[config.mk]
export PLATFORM = sky130hd
export DESIGN_NAME = mem_access_ctrl
export DESIGN_NICKNAME = d
export VERILOG_FILES = /design/src/rtl/mem_access_ctrl_pkg.sv /design/src/rtl/mem_access_ctrl_load_align.sv /design/src/rtl/mem_access_ctrl.sv
export SDC_FILE = /design/constraint.sdc
export NUM_CORES = 1
export LEC_CHECK = 0
export CAP_MARGIN = 20
export CORE_UTILIZATION = 45
export CTS_CLUSTER_SIZE = 24
export DETAILED_ROUTE_END_ITERATION = 6
export HOLD_SLACK_MARGIN = 0.03
export PLACE_DENSITY = 0.81
export SLEW_MARGIN = 15
export SYNTH_ARGS = -nofsm -noshare
export SYNTH_HDL_FRONTEND = slang
export SYNTH_SLANG_ARGS = --single-unit
[constraint.sdc]
create_clock -name clk -period 2.4 [get_ports clk]
set_input_delay 0.36 -clock clk [delete_from_list [all_inputs] [get_ports clk]]
set_output_delay 0.36 -clock clk [all_outputs]
set_load 0.01 [all_outputs]
[src/rtl/mem_access_ctrl_pkg.sv]
// Shared types and constants for the load/store bus controller: FSM states,
// mem_mode encodings and the lane/alignment helpers used to build bus requests.
package mem_access_ctrl_pkg;

    localparam int TIMEOUT_DEF = 16;

    localparam logic [2:0] MEM_B  = 3'b000;
    localparam logic [2:0] MEM_H  = 3'b001;
    localparam logic [2:0] MEM_W  = 3'b010;
    localparam logic [2:0] MEM_BU = 3'b011;
    localparam logic [2:0] MEM_HU = 3'b100;

    typedef enum logic [1:0] {
        IDLE = 2'd0,
        REQ  = 2'd1,
        WAIT = 2'd2,
        DONE = 2'd3
    } state_t;

    // Legal mode and natural alignment for its access size.
    function automatic logic access_ok(input logic [2:0] mode, input logic [1:0] off);
        case (mode)
            MEM_B, MEM_BU: access_ok = 1'b1;
            MEM_H, MEM_HU: access_ok = ~off[0];
            MEM_W:         access_ok = (off == 2'b00);
            default:       access_ok = 1'b0;
        endcase
    endfunction

    function automatic logic [3:0] lane_be(input logic [2:0] mode, input logic [1:0] off);
        case (mode)
            MEM_B, MEM_BU: lane_be = 4'b0001 << off;
            MEM_H, MEM_HU: lane_be = 4'b0011 << off;
            default:       lane_be = 4'b1111;
        endcase
    endfunction

    function automatic logic [31:0] lane_data(input logic [2:0] mode, input logic [31:0] wdata);
        case (mode)
            MEM_B, MEM_BU: lane_data = {4{wdata[7:0]}};
            MEM_H, MEM_HU: lane_data = {2{wdata[15:0]}};
            default:       lane_data = wdata;
        endcase
    endfunction

endpackage

[src/rtl/mem_access_ctrl_load_align.sv]
// Picks the addressed byte/halfword out of a bus read word and sign- or
// zero-extends it according to the load mode.
module load_align
    import mem_access_ctrl_pkg::*;
(
    input  logic [2:0]  mode,
    input  logic [1:0]  off,
    input  logic [31:0] raw,
    output logic [31:0] data
);

    logic [7:0]  byte_sel;
    logic [15:0] half_sel;

    always_comb begin
        byte_sel = 8'(raw >> {off, 3'b000});
        half_sel = off[1] ? raw[31:16] : raw[15:0];
        case (mode)
            MEM_B:   data = {{24{byte_sel[7]}}, byte_sel};
            MEM_BU:  data = {24'h0, byte_sel};
            MEM_H:   data = {{16{half_sel[15]}}, half_sel};
            MEM_HU:  data = {16'h0, half_sel};
            default: data = raw;
        endcase
    end

endmodule

[src/rtl/mem_access_ctrl.sv]
// Load/store controller between the core's decoder/ALU and a req/gnt/rvalid
// memory bus: stalls the core for the transaction, formats loads, flags faults/timeouts.
module mem_access_ctrl
    import mem_access_ctrl_pkg::*;
#(
    parameter int TIMEOUT = TIMEOUT_DEF
) (
    input  logic        clk,
    input  logic        rst_n,
    input  logic        rd_en,
    input  logic        wr_en,
    input  logic [2:0]  mem_mode,
    input  logic [31:0] addr,
    input  logic [31:0] wdata,
    output logic        stall,
    output logic [31:0] rdata,
    output logic        fault,
    output logic        err_timeout,
    output logic        m_req,
    output logic        m_we,
    output logic [31:0] m_addr,
    output logic [3:0]  m_be,
    output logic [31:0] m_wdata,
    input  logic        m_gnt,
    input  logic        m_rvalid,
    input  logic [31:0] m_rdata
);

    localparam int CW = $clog2(TIMEOUT + 1);

    state_t        state;
    logic [CW-1:0] cnt;
    logic          we_q;
    logic [2:0]    mode_q;
    logic [1:0]    off_q;
    logic [31:0]   ld_data;
    logic          go, ok, complete, tmo_hit;

    assign go       = rd_en | wr_en;
    assign ok       = access_ok(mem_mode, addr[1:0]);
    assign complete = m_rvalid && ((state == WAIT) || (state == REQ && m_gnt));
    assign tmo_hit  = (cnt == CW'(TIMEOUT - 1));

    // The IDLE term lets the core freeze in the same cycle the request is seen.
    assign stall = (state == REQ) || (state == WAIT) || (state == IDLE && go && ok);

    load_align u_align (
        .mode (mode_q),
        .off  (off_q),
        .raw  (m_rdata),
        .data (ld_data)
    );

    always_ff @(posedge clk or negedge rst_n) begin
        if (!rst_n) begin
            state       <= IDLE;
            cnt         <= '0;
            we_q        <= 1'b0;
            mode_q      <= MEM_W;
            off_q       <= 2'b00;
            rdata       <= '0;
            fault       <= 1'b0;
            err_timeout <= 1'b0;
            m_req       <= 1'b0;
            m_we        <= 1'b0;
            m_addr      <= '0;
            m_be        <= '0;
            m_wdata     <= '0;
        end else begin
            fault       <= 1'b0;
            err_timeout <= 1'b0;
            case (state)
                IDLE: begin
                    if (go && ok) begin
                        state   <= REQ;
                        cnt     <= '0;
                        m_req   <= 1'b1;
                        m_we    <= wr_en;
                        we_q    <= wr_en;
                        mode_q  <= mem_mode;
                        off_q   <= addr[1:0];
                        m_addr  <= {addr[31:2], 2'b00};
                        m_be    <= lane_be(mem_mode, addr[1:0]);
                        m_wdata <= lane_data(mem_mode, wdata);
                    end else if (go) begin
                        fault <= 1'b1;
                    end
                end
                REQ, WAIT: begin
                    cnt <= cnt + 1'b1;
                    // A response in the last allowed cycle still counts as success.
                    if (complete) begin
                        state <= DONE;
                        m_req <= 1'b0;
                        m_we  <= 1'b0;
                        if (!we_q)
                            rdata <= ld_data;
                    end else if (tmo_hit) begin
                        state       <= DONE;
                        m_req       <= 1'b0;
                        m_we        <= 1'b0;
                        err_timeout <= 1'b1;
                        rdata       <= '0;
                    end else if (state == REQ && m_gnt) begin
                        state <= WAIT;
                        m_req <= 1'b0;
                        m_we  <= 1'b0;
                    end
                end
                DONE:    state <= IDLE;
                default: state <= IDLE;
            endcase
        end
    end

endmodule

* Word-level counts from Yosys, hierarchy flattened *
Index checks and enable logic that the tools add are counted.
W data, S select, Z words.

storage, ports and cells
  register bits = 115
  bits in latches = 0
  bits in writable memories = 0
  ROM bits = 0
  input port bits = 105
  output and inout port bits = 105
  logic and storage cells = 83
  memories kept = 0

operators by class
  $add $sub $neg = 1
  multiply operators = 0
  div/mod/pow operators = 0
  magnitude comparators = 0
  equal/unequal tests = 14
  shift operators = 3
  multiplexer cells = 28
  bitwise gates (word level) = 2
  reduce and logical (&&, ||, !) cells = 22

operators with widths
  kind                   count
  $pmux W32 S4           1
  $mux W32               3
  $pmux W32 S2           1
  $shr A32 B5 Y8         1
  $mux W16               1
  $mux W1                11
  $pmux W5 S2            1
  $eq A3 B2 Y1 const B   3
  $mux W2                4
  $pmux W4 S2            1
  $eq A3 B1 Y1 const B   2
  $eq A3 B3 Y1 const B   2
  $logic_not A3 Y1       2
  $pmux W2 S3            1
  $reduce_and A2 Y1      3
  $reduce_and A3 Y1      2
  $reduce_or A2 Y1       3
  $add A5 B1 Y5 const B  1
  $eq A5 B4 Y1 const B   1
  $logic_and A1 B1 Y1    5
  $mux W5                1
  $eq A2 B2 Y1 const B   2
  $logic_not A2 Y1       2
  $ne A4 B4 Y1 const B   1
  other kinds (11)       15

* Logic depth before layout (Yosys ltp) *
  word-level depth = 6
  gate-level depth with buffers = 9
  gate-level depth less buffers = 7

* Hierarchy *
A second synthesis with hierarchy kept.

second synthesis, totals
  cells, all modules = 633
  area, all modules = 6337.3 um2

modules (own cells, without submodules)
  module           times used  cells an instance  area each (um2)  seq. area each (um2)
  mem_access_ctrl  1           477                5305.1           2879.0
  load_align       1           156                1032.2           0.0

* Worst setup path before layout *
No wires, ideal clock.

  path type = reg2reg
  start point = register cnt[0]
  end point = register m_we
  library setup time = 0.121 ns
  arrival time = 1.872 ns
  required time = 2.279 ns
  slack = 0.407 ns
  stages on the path, launching flop included = 8
  buffers on the path = 0
  period minus slack after synthesis = 1.993 ns
  cell sequence = dfrtp_1 -> ha_1 -> and3_1 -> ha_1 -> o21bai_1 -> a221oi_1 -> nor2_1 -> o22a_1

between the ends
  word-level cells in the longest chain between the ends = 4
  elaborated cells on any way between the ends = 6
  classes of those cells = eq/ne (2); mux (3); reduce/logical (1)

RTL lines
  item                    RTL line               text
  start, declared         mem_access_ctrl.sv:32  logic [CW-1:0] cnt;
  start signal, assigned  mem_access_ctrl.sv:90  cnt <= cnt + 1'b1;
  $eq A5 B4 Y1 *          mem_access_ctrl.sv:42  assign tmo_hit = (cnt == CW'(TIMEOUT - 1));
  $mux W1                 mem_access_ctrl.sv:98  end else if (tmo_hit) begin
  $mux W1                 mem_access_ctrl.sv:92  if (complete) begin
  $pmux W1 S2             mem_access_ctrl.sv:72  case (state)
  end signal, assigned    mem_access_ctrl.sv:78  m_we <= wr_en;
  end, declared           mem_access_ctrl.sv:20  output logic m_we,

Every way passes the cells marked *; elsewhere a longest branch is shown, timed or not.
A chain may end at the register's enable or synchronous reset.

* Worst setup path after layout *
  start point = input port addr[0]
  end point = output port stall

between the ends
  word-level cells in the longest chain between the ends = 4
  elaborated cells on any way between the ends = 5
  classes of those cells = mux (1); bitwise (1); reduce/logical (3)

RTL lines
  item                                                   RTL line                                              text
  start, declared                                        mem_access_ctrl.sv:13                                 input logic [31:0] addr,
  $logic_not A2 Y1 / $not A1 Y1 (equally long branches)  mem_access_ctrl_pkg.sv:25, mem_access_ctrl_pkg.sv:24
  $pmux W1 S3 *                                          mem_access_ctrl_pkg.sv:22                             case (mode)
  $logic_and A1 B1 Y1 *                                  mem_access_ctrl.sv:45                                 assign stall = (state == REQ) || (state == WAIT) || (state == IDLE && go && ok);
  $logic_or A1 B1 Y1 *                                   mem_access_ctrl.sv:45
  end, declared                                          mem_access_ctrl.sv:15                                 output logic stall,

Marked as above.

==> reports/qor.csv <==
stage,metric,value,unit
critical_path,worst-endpoint-required,2.04,ns
die,boundaryPins,210,
global_routing,gr-total-overflow,0,
placed_design,post-dp-hpwl,11.39,mm
cells_and_area,finalNonFillerCells,919,
die,coreArea,0.01221,sq mm
die,dieArea,0.01320,sq mm
die,initial_core_util,46.96,%
critical_path,crit-reg2reg-launch,state[0],
clock_tree,clkLatencyLatePin,0.41,ns
die,floorplan.die.height,114.9,um
critical_path,path_max_fanout,3,
clock_tree,clkSlewWorstSetupHoldPaths,0.06,ns
timing,worst_pin_slew,0.9682,ns
cells_and_area,fin_nets,848,
placed_design,placement.setup.worst_slack,-0.1743,ns
critical_path,cp.arrival,2.01,ns
global_routing,grt_pass1_wl,25.74,mm
cells_and_area,most-common-layout-cells,"204 x clkdlybuf4s50_1, 114 x dfrtp_1, 65 x nor2_1",
hold_path,hold_path_class,in2async,
timing,fin_crit_period,2.370,ns
timing,fmax,422.0,MHz
clock_tree,hold_buffers,0,
status,failed_checks,hold timing,
detailed_routing,drt_first_pass_iters,5,
timing,relSlewSlack,35.32,%
yosys,largest_family_of_logic_cells_by_synthesized_area,compound AO/OA/AOI/OAI gates,
power,power,11.51,mW
die,rows,40,
global_routing,globalRouteTotalUtil,25.23,%
yosys,synth_simple_gate_area_share,9.361,%
cells_and_area,final_layout_size_suffix_gt1_share,18.13,%
yosys,syn-instance-count,525,
yosys,post_synthesis_compound_gate_area_fraction,20.40,%
global_routing,first_global_vias,5181,
detailed_routing,drt-wirelength-per-cell,17.55,um
critical_path,kind_of_end_point_of_the_critical_path,output port,
detailed_routing,route.detailed.drc,0,
cells_and_area,layout-area-overhead-vs-synth,50.58,%
timing,unrepaired_setup_endpoints_after_global_routing,false,
clock_tree,htree_levels,4,
status,outcome,"finished, violations left",
yosys,synthMuxAreaShare,12.83,%
global_routing,largest_net_degree_at_the_start_of_global_routing,116,
placed_design,routabilityCongestion,0.8428,
power,p_leak,3.545,nW
power,max-vdd-ir-drop,0.8142,mV
timing,finalSetupTns,0,ns
timing,final_setup_violations,0,
timing,largest_clock_skew_in_the_final_design,0.006611,ns
timing,timing.final.crit_share,98.73,%
timing,final.setup.worst_slack,0.03047,ns
die,dieWidth,114.9,um
clock_tree,root_buffer,clkbuf_16,
timing,finalHoldWorstSlack,-0.01331,ns
detailed_routing,drtAntennaViolNets,0,
clock_tree,number_of_buffers_created_by_cts,17,
detailed_routing,first_iter_violations,455,
detailed_routing,route.detailed.vias_per_inst,5.487,
detailed_routing,drt-total-wl,16.13,mm
power,power_per_cell_area,1333,mW/mm^2
timing,hold_violations,2,
clock_tree,clock_path_buffers,2,
yosys,synth.distinct_cells,46,
critical_path,critical_path.startpoint_type,input port,
global_routing,antenna_found_initial,1,
yosys,synth_xor_area_share,0.4582,%
yosys,postSynthRegisterBits,115,
critical_path,crit_start,addr[0],
yosys,post_synth_fa_ha_maj_area_fraction,1.506,%
critical_path,timing.setup.critical_path_class,in2out,
yosys,yosys_warnings,0,
run,timing.max_cap.violations,0,
timing,slew_viol_final,0,
yosys,syn_area,0.005734,sq mm
placed_design,place_inst,885,
yosys,postSynthAreaPerCell,10.92,sq um
clock_tree,clock-sinks,115,
detailed_routing,route.vias.total,5043,
cells_and_area,mostFrequentLayoutCell,clkdlybuf4s50_1,
placed_design,portBuffers,207,
yosys,sequential_area_share_after_synthesis,50.21,%
clock_tree,tritoncts,done,
[worst paths after layout]
path / depth (start not counted) / slack, ns / end
min: 2 / -0.01 / m_wdata[28]
max reg2reg: 7 / 0.37 / m_addr[7]
max in group asynchronous: 2 / 1.89 / m_wdata[17]
min reg2reg: 1 / 0.48 / rdata[0]
min in group clk: 1 / 0.48 / rdata[0]
max: 6 / 0.03 / stall
[flip-flops by register name (all words and copies together), names as in the netlist, 2 cells and up]
register  cells
off_q         2
m_addr       30
m_be          4
cnt           5
mode_q        3
state         2
m_wdata      32
rdata        32
[layer usage]
metal,GRT usage [%],vias up,share of wire [%]
met3,7.327,47,7.9
met4,14.11,0,4.0
met2,40.60,255,48
met1,30.49,2417,41
li1,-,2324,-
met5,0,-,0
[repair_timing]
action | 4_1_cts | 5_1_grt
hold endpoints to repair | 0 | 0
cloned | 0 | 0
gates resized for setup | 2 | 4
setup endpoints to repair | 1 | 8
setup buffers | 0 | 1
[report_power, final]
part / internal (mW) / switching [mW] / total (mW)
registers: 2.86 / 0.564 / 3.42
clock network: 1.81 / 0.847 / 2.66
logic: 2.89 / 2.54 / 5.43
[synthesized netlist by cell type (all sizes together)]
cell,n,area [sq um]
conb,1,3.750
a221oi,1,8.760
nor2b,4,25.02
mux2i,24,240.2
mux2,42,473.0
a32o,2,20.02
or2,3,18.77
dfstp,1,26.28
a311oi,1,8.760
xor2,2,17.52
o22a,3,26.28
nor2,65,244.0
a21oi,68,441.7
nand2b,9,56.30
nand3,4,20.02
nor3,11,55.05
a31oi,1,6.260
a2bb2oi,1,8.760
o211ai,1,12.51
o22ai,3,25.02
inv,9,33.78
o2bb2ai,32,280.3
buf,24,210.2
and2,3,18.77
mux4,1,22.52
a21o,1,7.510
o32a,7,70.07
maj3,1,11.26
a22oi,1,7.510
o21bai,1,7.510
nor3b,2,15.01
or4b,1,10.01
dfrtp,114,2853
nand2,18,67.56
ha,6,75.07
xnor2,1,8.760
a32oi,8,70.07
and3,1,6.260
o21ai,33,168.9
clkbuf,14,52.55
[area by class of cell]
class / count / area, sq um
Clock buffer: 23 / 478.0
Clock inverter: 9 / 151.4
Antenna cell: 1 / 2.502
Timing Repair Buffer: 230 / 2293
Fill cell: 917 / 3577
Inverter: 9 / 33.78
Tap cell: 168 / 210.2
Sequential cell: 115 / 2879
Multi-Input combinational cell: 364 / 2586
[cells by family (layout without fill, tap and decap cells)]
logic type      Yosys count  after routing
buf+inv                  47            271
fa+ha+maj                 7              7
other cells               1              3
xor+xnor                  3              3
flops                   115            115
mux                      67             67
compound gates          164            164
simple gates            121            121
[metrics by stage]
step | util (%) | hold slack [ns] | instance area [sq um]
floorplan | - | 0.06441 | 5738
global placement | 65.32 | 0.4658 | 7976
detailed placement | 65.32 | 0.4735 | 7976
CTS | 70.51 | 0.05956 | 8611
global route | 70.71 | 0.06553 | 8635
finish | 70.71 | -0.01331 | 8635
[critical path, stage by stage]
cell	delay, ns
clkdlybuf4s50_1	0.57
maj3_2	0.26
o22ai_2	0.10
and2_4	0.15
or2_2	0.26
dlygate4sd2_1	0.30
Note: power is estimated with default switching activity, not from simulation.
